### src/rtl/rr_arbiter_sync.sv
// rr_arbiter_sync
//   Clocked round-robin arbiter for N requesters. A winner keeps the grant
//   until it signals done, drops its request, or (when MAX_HOLD != 0) has
//   held for MAX_HOLD cycles while someone else is waiting. On release the
//   priority pointer moves to the slot after the old owner. The pointer does
//   not move when a grant is issued from IDLE.
// Ports
//   clk        rising-edge clock
//   n_reset    synchronous active-low reset
//   request    per-requester request levels
//   done       owner finished (only looked at while valid)
//   grant      registered one-hot grant, zero when idle
//   grant_idx  index of the current owner (meaningful while valid)
//   valid      a grant is active
module rr_arbiter_sync #(
    parameter int N        = 4,
    parameter int HANDOVER = 1,
    parameter int MAX_HOLD = 0,
    localparam int W       = (N > 1) ? $clog2(N) : 1
) (
    input  logic         clk,
    input  logic         n_reset,
    input  logic [N-1:0] request,
    input  logic         done,
    output logic [N-1:0] grant,
    output logic [W-1:0] grant_idx,
    output logic         valid
);

    localparam int HW = (MAX_HOLD > 0) ? $clog2(MAX_HOLD + 1) : 1;
    localparam logic [HW-1:0] HOLD_LIM = HW'((MAX_HOLD > 0) ? MAX_HOLD - 1 : 0);

    typedef enum logic {IDLE, OWNED} state_t;

    state_t        state_q;
    logic [N-1:0]  grant_q;
    logic [W-1:0]  grant_idx_q;
    logic          valid_q;
    logic [W-1:0]  ptr_q;
    logic [HW-1:0] hold_cnt_q;

    // First set bit of v, scanning s, s+1, ... modulo N.
    function automatic logic [W-1:0] pick(input logic [N-1:0] v, input logic [W-1:0] s);
        logic [W-1:0] r;
        logic [W-1:0] idx;
        logic         found;
        r     = '0;
        found = 1'b0;
        for (int k = 0; k < N; k++) begin
            idx = W'((int'(s) + k) % N);
            if (!found && v[idx]) begin
                r     = idx;
                found = 1'b1;
            end
        end
        return r;
    endfunction

    logic [N-1:0] others;
    logic [W-1:0] nxt_idx;
    logic [W-1:0] win_idle;
    logic [W-1:0] win_ho;
    logic         tmo;
    logic         rel;

    assign others   = request & ~grant_q;
    assign nxt_idx  = (int'(grant_idx_q) >= N - 1) ? '0 : grant_idx_q + W'(1);
    assign win_idle = pick(request, ptr_q);
    // Handover search starts after the old owner, so it can never win again here.
    assign win_ho   = pick(others, nxt_idx);
    // Timeout only matters when someone else is actually waiting.
    assign tmo      = (MAX_HOLD != 0) && (hold_cnt_q == HOLD_LIM) && (|others);
    assign rel      = done | ~request[grant_idx_q] | tmo;

    always_ff @(posedge clk) begin
        if (!n_reset) begin
            state_q     <= IDLE;
            grant_q     <= '0;
            grant_idx_q <= '0;
            valid_q     <= 1'b0;
            ptr_q       <= '0;
            hold_cnt_q  <= '0;
        end else begin
            case (state_q)
                IDLE: begin
                    if (|request) begin
                        grant_q     <= N'(1) << win_idle;
                        grant_idx_q <= win_idle;
                        valid_q     <= 1'b1;
                        hold_cnt_q  <= '0;
                        state_q     <= OWNED;
                    end
                end
                OWNED: begin
                    if (rel) begin
                        ptr_q <= nxt_idx;
                        if ((HANDOVER != 0) && (|others)) begin
                            grant_q     <= N'(1) << win_ho;
                            grant_idx_q <= win_ho;
                            hold_cnt_q  <= '0;
                        end else begin
                            // grant_idx keeps the old owner while idle
                            grant_q <= '0;
                            valid_q <= 1'b0;
                            state_q <= IDLE;
                        end
                    end else if ((MAX_HOLD != 0) && (hold_cnt_q != HOLD_LIM)) begin
                        hold_cnt_q <= hold_cnt_q + HW'(1);
                    end
                end
                default: state_q <= IDLE;
            endcase
        end
    end

    assign grant     = grant_q;
    assign grant_idx = grant_idx_q;
    assign valid     = valid_q;

endmodule

### config.mk
export PLATFORM = sky130hd
export DESIGN_NAME = rr_arbiter_sync
export DESIGN_NICKNAME = d
export VERILOG_FILES = /design/src/rtl/rr_arbiter_sync.sv
export SDC_FILE = /design/constraint.sdc
export NUM_CORES = 1
export LEC_CHECK = 0
export ABC_AREA = 0
export ABC_CLOCK_PERIOD_IN_PS = 5250
export CAP_MARGIN = 20
export CORE_UTILIZATION = 57
export CTS_BUF_LIST = sky130_fd_sc_hd__clkbuf_8
export CTS_CLUSTER_SIZE = 10
export DETAILED_ROUTE_END_ITERATION = 16
export PLACE_DENSITY = 0.95
export SLEW_MARGIN = 0
export SYNTH_ARGS = -nofsm -noshare
export SYNTH_HDL_FRONTEND = slang
export SYNTH_SLANG_ARGS = --single-unit
### constraint.sdc
create_clock -name clk -period 5.25 [get_ports clk]
set_input_delay 0.525 -clock clk [delete_from_list [all_inputs] [get_ports clk]]
set_output_delay 0.525 -clock clk [all_outputs]
set_load 0.005 [all_outputs]
Word-level counts from Yosys, hierarchy flattened
Index checks and enable logic that the tools add are counted.
Widths: inputs -> output; s select.
{"block": "word_totals", "register_bits": 10, "latchBits": 0, "ram_bits": 0, "romBits": 0, "output_inout_bits": 7, "n_memories": 0}
{"block": "classes", "n_addsub": 7, "mul": 0, "n_div": 0, "magnitude_cmp": 10, "eq_ne": 4, "shift": 2, "mux": 49, "bitwise": 5, "n_reduce_logical": 18}
{"cell": "$lt 2x3->1 const B", "n": 9}
{"cell": "$mux 2", "n": 12}
{"cell": "$mux 1", "n": 21}
{"cell": "$bmux 1 s2", "n": 9}
{"cell": "$mux 4", "n": 3}
{"cell": "$add 2x2->2 const B", "n": 4}
{"cell": "$pmux 4 s2", "n": 1}
{"cell": "$reduce_or 4->1", "n": 2}
{"cell": "$shl 1x2->4 const A", "n": 2}
{"cell": "$add 2x1->2 const B", "n": 3}
{"cell": "$logic_and 1x1->1", "n": 6}
{"cell": "$logic_not 1->1", "n": 6}
{"cell": "$reduce_and 3->1", "n": 2}
{"cell": "$and 4x4->4", "n": 1}
{"cell": "$ne 2x1->1 const B", "n": 2}
{"cell": "$ne 2x2->1 const B", "n": 2}
{"cell": "$not 4->4", "n": 1}
{"cell": "$pmux 1 s2", "n": 2}
{"cell": "$pmux 2 s2", "n": 1}
{"cell": "$reduce_and 2->1", "n": 2}
{"cell": "$ge 2x2->1 const B", "n": 1}
{"cell": "$not 1->1", "n": 2}
{"cell": "$or 1x1->1", "n": 1}

Logic depth before layout (Yosys ltp)
Gate-level depths: netlist of the first run.
{"block": "logic_depth", "word_depth": 18, "mapped_depth": 6, "ltp_nobuf": 6}

Least setup slack after synthesis of the first run
No wires, ideal clock.
{"block": "synth_timing", "path_kind": "flip-flop to flip-flop", "startpoint": "register grant_idx_q[0] (netlist: grant_idx[0])", "endpoint": "register grant_q[0] (netlist: grant[0])", "setup_ns": 0.116, "arrival_time_ns": 1.567, "required_time_ns": 5.134, "setup_slack_ns": 3.567, "stages_incl_launch_ff": 6, "path_buffers": 0, "synth_period_minus_slack_ns": 1.683, "cell_sequence": "dfxtp_1 ha_1 a311oi_1 o32ai_4 nor3b_1 a2bb2oi_2"}
{"block": "synth_between", "elab_chain_cells": 18, "elab_cells_between_ends": 37, "cone_classes": "4 x add/sub; 1 x order compare; 1 x eq/ne; 1 x shift; 21 x mux; 2 x bitwise; 7 x reduce/logical"}
{"item": "from (decl)", "line": "37", "text": "logic [W-1:0] grant_idx_q;"}
{"item": "from (signal assigned)", "line": "88", "text": "grant_idx_q <= win_idle;"}
{"item": "from (signal assigned)", "line": "99", "text": "grant_idx_q <= win_ho;"}
{"item": "$add 2x1->2 or $ge 2x2->1 (tied branches)", "line": "67", "text": "assign nxt_idx = (int'(grant_idx_q) >= N - 1) ? '0 : grant_idx_q + W'(1);"}
{"item": "$mux 2 *", "line": "67"}
{"item": "named net nxt_idx[1]", "line": "60", "text": "logic [W-1:0] nxt_idx;"}
{"item": "branches (longest 11 deep; another with $add 2x1->2)"}
{"item": "$mux 2 *", "line": "51", "text": "if (!found && v[idx]) begin"}
{"item": "$shl 1x2->4 *", "line": "98", "text": "grant_q <= N'(1) << win_ho;"}
{"item": "$mux 4 *", "line": "97", "text": "if ((HANDOVER != 0) && (|others)) begin"}
{"item": "$mux 4 *", "line": "95", "text": "if (rel) begin"}
{"item": "$pmux 4 s2 *", "line": "84", "text": "case (state_q)"}
{"item": "to (signal assigned)", "line": "87", "text": "grant_q <= N'(1) << win_idle;"}
{"item": "to (signal assigned)", "line": "98"}
{"item": "to (decl)", "line": "36", "text": "logic [N-1:0] grant_q;"}
Mark *: on every way through the listed nets, which the timed path passes. The select of a mux whose other input is x is not followed.
A chain may end at the register's enable or synchronous reset.

Worst setup path in the final report of the first run
{"block": "layout_timing", "startpoint": "input port request[3]", "endpoint": "register grant_idx_q[1] (netlist: grant_idx[1])"}
{"block": "layout_between", "elab_chain_cells": 16, "elab_cells_between_ends": 57, "cone_classes": "3 x eq/ne; 36 x mux; 3 x bitwise; 15 x reduce/logical"}
{"item": "from (decl)", "line": "23", "text": "input logic [N-1:0] request,"}
{"item": "$and 4x4->4", "line": "66", "text": "assign others = request & ~grant_q;"}
{"item": "$bmux 1 s2", "line": "51"}
{"item": "$mux 1 (implied by the code)", "line": "51"}
{"item": "$mux 1", "line": "51"}
{"item": "$logic_not 1->1", "line": "51"}
{"item": "$logic_and 1x1->1", "line": "51"}
{"item": "$mux 1", "line": "51"}
{"item": "$logic_not 1->1", "line": "51"}
{"item": "$logic_and 1x1->1", "line": "51"}
{"item": "$mux 1", "line": "51"}
{"item": "$logic_not 1->1", "line": "51"}
{"item": "$logic_and 1x1->1", "line": "51"}
{"item": "$mux 2", "line": "51"}
{"item": "$mux 2", "line": "97"}
{"item": "$mux 2", "line": "95"}
{"item": "$pmux 2 s2", "line": "84"}
Several ways; a longest one is shown, not always the timed one. The select of a mux whose other input is x is not followed.

==> results.json, run 1 <==
{
  "h-tree-depth": 1,
  "drive_gt1_frac": 0.198,
  "drc": 0,
  "fin_nets": 110,
  "crit_type": "input pin to register",
  "post_drt_wl_per_cell_um": 18.7,
  "ant_nets": 0,
  "crit_chain": "clkdlybuf4s50_1, and2b_2, nor4bb_2, a211oi_2, o221a_2",
  "place_congestion": 0.939,
  "multi_input_area_um2": 561,
  "register_area_um2": 200,
  "wl_mm": 2.17,
  "grt_pass1_wl_mm": 3.21,
  "fin_crit_ns": 2.24,
  "post-place-cells": 112,
  "numCtsBuffers": 3,
  "insertion_delay_ns": 0.24,
  "end_kind": "register",
  "die_w_um": 39.1,
  "reg2reg_to": "grant[0]",
  "min_path_type": "register to register",
  "ys_types": 44,
  "slew-limit-headroom": 0.663,
  "syn-mean-instance-area_um2": 9.12,
  "grt_overflow_total": 0,
  "rrSetupSlack_ns": 3.31,
  "instances_no_fill": 116,
  "syn_area_um2": 785,
  "io_pins": 14,
  "dp_hpwl_mm": 1.43,
  "synth_top_area_share": 0.255,
  "synth_area_leaders": "dfxtp_1 26%, mux2i_1 5.1%, nor2_1 4.3%",
  "tightest_slew_ns": 0.498,
  "cp_max_fo": 9,
  "r2r_start": "grant_idx[0]",
  "grt_pass1_vias": 706,
  "holdPathStages": 2,
  "layout.cells.most_common_list": "13 x clkdlybuf4s50_1, 10 x dfxtp_1, 9 x nor2_1, 5 x nor2b_1",
  "status": "completed",
  "finalHoldViolCount": 0,
  "coreArea_mm2": 0.00128,
  "rsz0062_at_grt": "no",
  "synthFlopType": "dfxtp_1",
  "viasPerCell": 6.91,
  "skew_ns": 0.00242,
  "finalCritPeriodShare": 0.426,
  "hp-start": "grant[0]",
  "syn_nets": 94,
  "area_growth_pct": 24.9,
  "min_delay_worst_endpoint": "grant[0]",
  "critPathMaxStageDelay_ns": 0.56,
  "synth_edf_count": 0,
  "synthArstFlopShare": 0,
  "vdd_ir_drop_max_uv": 210,
  "clk_pin_slew_ns": 0.05,
  "timing.fmax_mhz": 447,
  "initial_core_util": 0.611,
  "root_buffer": "clkbuf_8",
  "startpoint_type": "input pin",
  "max-clock-path-buffers": 2,
  "leakage_nw": 0.362,
  "yosys_warnings": 0,
  "die-area_mm2": 0.00153,
  "grtUsageTotal": 0.316,
  "die_y_um": 39.1,
  "antenna_found_initial": 0,
  "cp_data_arrival_time_ns": 2.37,
  "timing.setup.tns_ns": 0,
  "ctsHoldBuffers": 0,
  "max-cap-violations": 0,
  "synth_area_leader_cell": "dfxtp_1",
  "cts_tree": "done",
  "num_antenna_cells": 0,
  "worstRegToRegCells": 6,
  "cts_resized": 0,
  "slew_viol_final": 0,
  "ys_seq_area_frac": 0.255,
  "vias": 801,
  "power-per-cell-area_mw_per_mm2": 355,
  "cts_setup_buffers": 0,
  "totalPowerFinal_w": 0.000348,
  "syn_inst": 86,
  "grt_max_degree": 12,
  "std_cell_rows": 13,
  "final_common_cell": "clkdlybuf4s50_1",
  "io_buffers": 13,
  "dr.pass1.iters": 4,
  "fill_cells": 84,
  "clock_sink_count": 10,
  "ys_ff_latch": 10,
  "utilization": 0.762,
  "setup_viol": 0,
  "worst_path_max_delay_cell": "clkdlybuf4s50_1",
  "drt_iter0_drc": 31,
  "required_ns": 5.38
}
[power breakdown]
group          leakage (nW)  switching [W]   total, W  internal, W
clock                0.0288      0.0000320  0.0000980    0.0000661
combinational         0.251      0.0000696   0.000143    0.0000732
sequential           0.0828      0.0000176   0.000107    0.0000894
total                 0.362       0.000119   0.000348     0.000229
[sequential cells by signal, summed over array words and instances, names as in the netlist]
| name | cells |
|---|---|
| grant | 4 |
| valid | 1 |
| ptr_q | 2 |
| grant_idx | 2 |
| state_q | 1 |
[kinds of logic (layout without fill, tap and decap cells)]
kind of cell             count (synthesis)  after routing  share of synthesized area
flip-flops                              10             10                      0.255
AND/OR/NAND/NOR                         37             37                      0.293
adder cells (fa/ha/maj)                  1              1                     0.0159
AO/OA/AOI/OAI                           27             27                      0.321
buffers and inverters                    6             21                     0.0303
multiplexers                             5              5                     0.0845
[metrics by stage]
| stage | setup WS [ns] | hold slack [ns] | instance area (um2) |
|---|---|---|---|
| after floorplan | 3.57 | 0.452 | 785 |
| after global placement | 2.84 | 0.450 | 925 |
| after detailed placement | 2.86 | 0.464 | 925 |
| after CTS | 3.05 | 0.520 | 980 |
| after global routing | 2.95 | 0.538 | 980 |
| final | 3.01 | 0.535 | 980 |
[critical path: cells and delay by family]
kind	cells	cell delay, ns
AOI/OAI and AO/OA	2	0.47
buffers and inverters	1	0.56
and+or+nand+nor	2	0.81
[synth_stat cells, drive strengths merged, types with 2 or more instances]
library cell   n
nand2b         3
a32o           3
o221ai         2
nor2          10
o22ai          3
nor3           3
dfxtp         10
o21ai          3
mux2i          4
or2            2
a21oi          3
nand2          4
inv            4
nor3b          2
o32ai          2
o221a          2
and2b          2
nor2b          5
[per-layer routing]
| metal | global-route usage | routed length, um |
|---|---|---|
| met2 | 0.513 | 1030 |
| met3 | 0.0520 | 122 |
| met1 | 0.408 | 992 |
| met5 | 0 | 0 |
| met4 | 0.129 | 28 |
[worst max path at each step]
stage	from	end	cells past startpoint
after floorplan	grant_idx[0]	grant[0]	5
after CTS	request[3]	grant_idx[1]	5
final	request[3]	grant_idx[1]	5
after global placement	request[3]	grant_idx[1]	5
after detailed placement	request[3]	grant_idx[1]	5
after global routing	request[3]	grant_idx[1]	5
[layout make-up]
class | instances | share of cell area
clock buffer | 4 | 0.0562
inverter | 4 | 0.0153
sequential | 10 | 0.204
tap | 15 | 0.0192
multi-input combinational | 70 | 0.572
timing repair buffer | 13 | 0.133
Power figures use the tool's default switching activity.
==> run 2: changes to the inputs <==
Settings changed: ABC_CLOCK_PERIOD_IN_PS 5250 to 2300, CORE_UTILIZATION 57 to 53, PLACE_DENSITY 0.95 to 0.9.
Clock period 5.25 ns to 2.3 ns, I/O delays scaled along.
==> results.json, run 2 (synthesis gave the netlist of run 1 again) <==
{
  "leakage_nw": 0.362,
  "max-clock-path-buffers": 2,
  "fin_crit_ns": 1.96,
  "dr.pass1.iters": 4,
  "area_growth_pct": 24.9,
  "grtUsageTotal": 0.296,
  "ant_nets": 0,
  "tightest_slew_ns": 0.498,
  "status": "completed",
  "required_ns": 2.44,
  "critPathMaxStageDelay_ns": 0.58,
  "ctsHoldBuffers": 0,
  "numCtsBuffers": 3,
  "fill_cells": 99,
  "final_common_cell": "clkdlybuf4s50_1",
  "clk_pin_slew_ns": 0.05,
  "grt_pass1_vias": 643,
  "cts_setup_buffers": 0,
  "io_buffers": 13,
  "fin_nets": 110,
  "std_cell_rows": 13,
  "finalCritPeriodShare": 0.854,
  "setup_viol": 0,
  "wl_mm": 2.10,
  "cp_data_arrival_time_ns": 2.10,
  "insertion_delay_ns": 0.24,
  "slew-limit-headroom": 0.663,
  "multi_input_area_um2": 561,
  "cts_resized": 0,
  "cp_max_fo": 9,
  "vdd_ir_drop_max_uv": 561,
  "io_pins": 14,
  "clock_sink_count": 10,
  "cts_tree": "done",
  "crit_type": "input pin to register",
  "timing.setup.tns_ns": 0,
  "rsz0062_at_grt": "no",
  "max-cap-violations": 0,
  "instances_no_fill": 116,
  "path_delay_family": "simple AND/OR/NAND/NOR gates",
  "post_drt_wl_per_cell_um": 18.1,
  "hold_ws_ns": 0.462,
  "drc": 0,
  "die_y_um": 40.5,
  "utilization": 0.735,
  "finalHoldViolCount": 0,
  "h-tree-depth": 1,
  "crit_chain": "clkdlybuf4s50_1, and2b_2, nor4bb_2, a211oi_2, o221a_2",
  "root_buffer": "clkbuf_8",
  "initial_core_util": 0.588,
  "register_area_um2": 200,
  "vias": 787,
  "slew_viol_final": 0,
  "viasPerCell": 6.78,
  "num_antenna_cells": 0,
  "post-place-cells": 112,
  "drive_gt1_frac": 0.198,
  "dp_hpwl_mm": 1.52,
  "end_kind": "register",
  "layout.cells.most_common_list": "13 x clkdlybuf4s50_1, 10 x dfxtp_1, 9 x nor2_1, 5 x nor2b_1",
  "timing.fmax_mhz": 509,
  "startpoint_type": "input pin",
  "min_path_type": "register to register",
  "die-area_mm2": 0.00164,
  "worst_path_max_delay_cell": "clkdlybuf4s50_1",
  "largest_register_ffs": 4,
  "die_w_um": 40.5,
  "drt_iter0_drc": 49,
  "skew_ns": 0.00463,
  "critPathBufInv": 1,
  "grt_overflow_total": 0,
  "place_congestion": 0.931,
  "power-per-cell-area_mw_per_mm2": 807,
  "coreArea_mm2": 0.00133,
  "antenna_found_initial": 0,
  "grt_pass1_wl_mm": 3.07,
  "grt_max_degree": 12
}
## run 2: cell counts in the layout (fill, tap and decap cells not counted)
Identical to the previous run, type by type.
## run 2: routing by layer
metal	GRT usage	part of all wire	up-vias
met2	0.480	0.46	51
met5	0	0	-
li1	-	-	360
met4	0.175	0.035	0
met1	0.350	0.42	366
met3	0.0667	0.086	10
## run 2: per-stage QoR
stage	instance area (um2)	worst slack, ns	power [W]
final	980	0.335	0.000791
after global routing	980	0.264	0.000829
after CTS	980	0.374	0.000791
after detailed placement	925	0.128	0.000560
after global placement	925	0.178	0.000552
after floorplan	785	0.617	0.000453
## run 2: path summary, 6_finish.rpt
check,startpoint,endpoint,slack [ns],depth (start not counted)
setup / recovery,request[3],grant_idx[1],0.34,5
hold / removal,valid,valid,0.46,2
setup reg to reg,grant_idx[0],grant[0],0.44,6
hold reg to reg,valid,valid,0.46,2
## run 2: final cells by class
| type | count | share of cell area |
|---|---|---|
| tap | 15 | 0.0192 |
| sequential | 10 | 0.204 |
| clock buffer | 4 | 0.0562 |
| timing repair buffer | 13 | 0.133 |
| multi-input combinational | 70 | 0.572 |
| inverter | 4 | 0.0153 |
## run 2: report_power, final
part / internal (W) / switching [W] / total, W / leakage, nW
clock: 0.000151 / 0.0000750 / 0.000226 / 0.0288
sequential: 0.000204 / 0.0000381 / 0.000242 / 0.0828
combinational: 0.000167 / 0.000156 / 0.000323 / 0.251
total: 0.000522 / 0.000269 / 0.000791 / 0.362
## run 2: worst register-to-register path: stages (launching register included)
cell       delay (ns)
dfxtp_1          0.38
ha_1             0.23
nor2_1           0.26
nor2_1           0.12
o32ai_4          0.35
nor3b_1          0.31
a2bb2oi_2        0.15
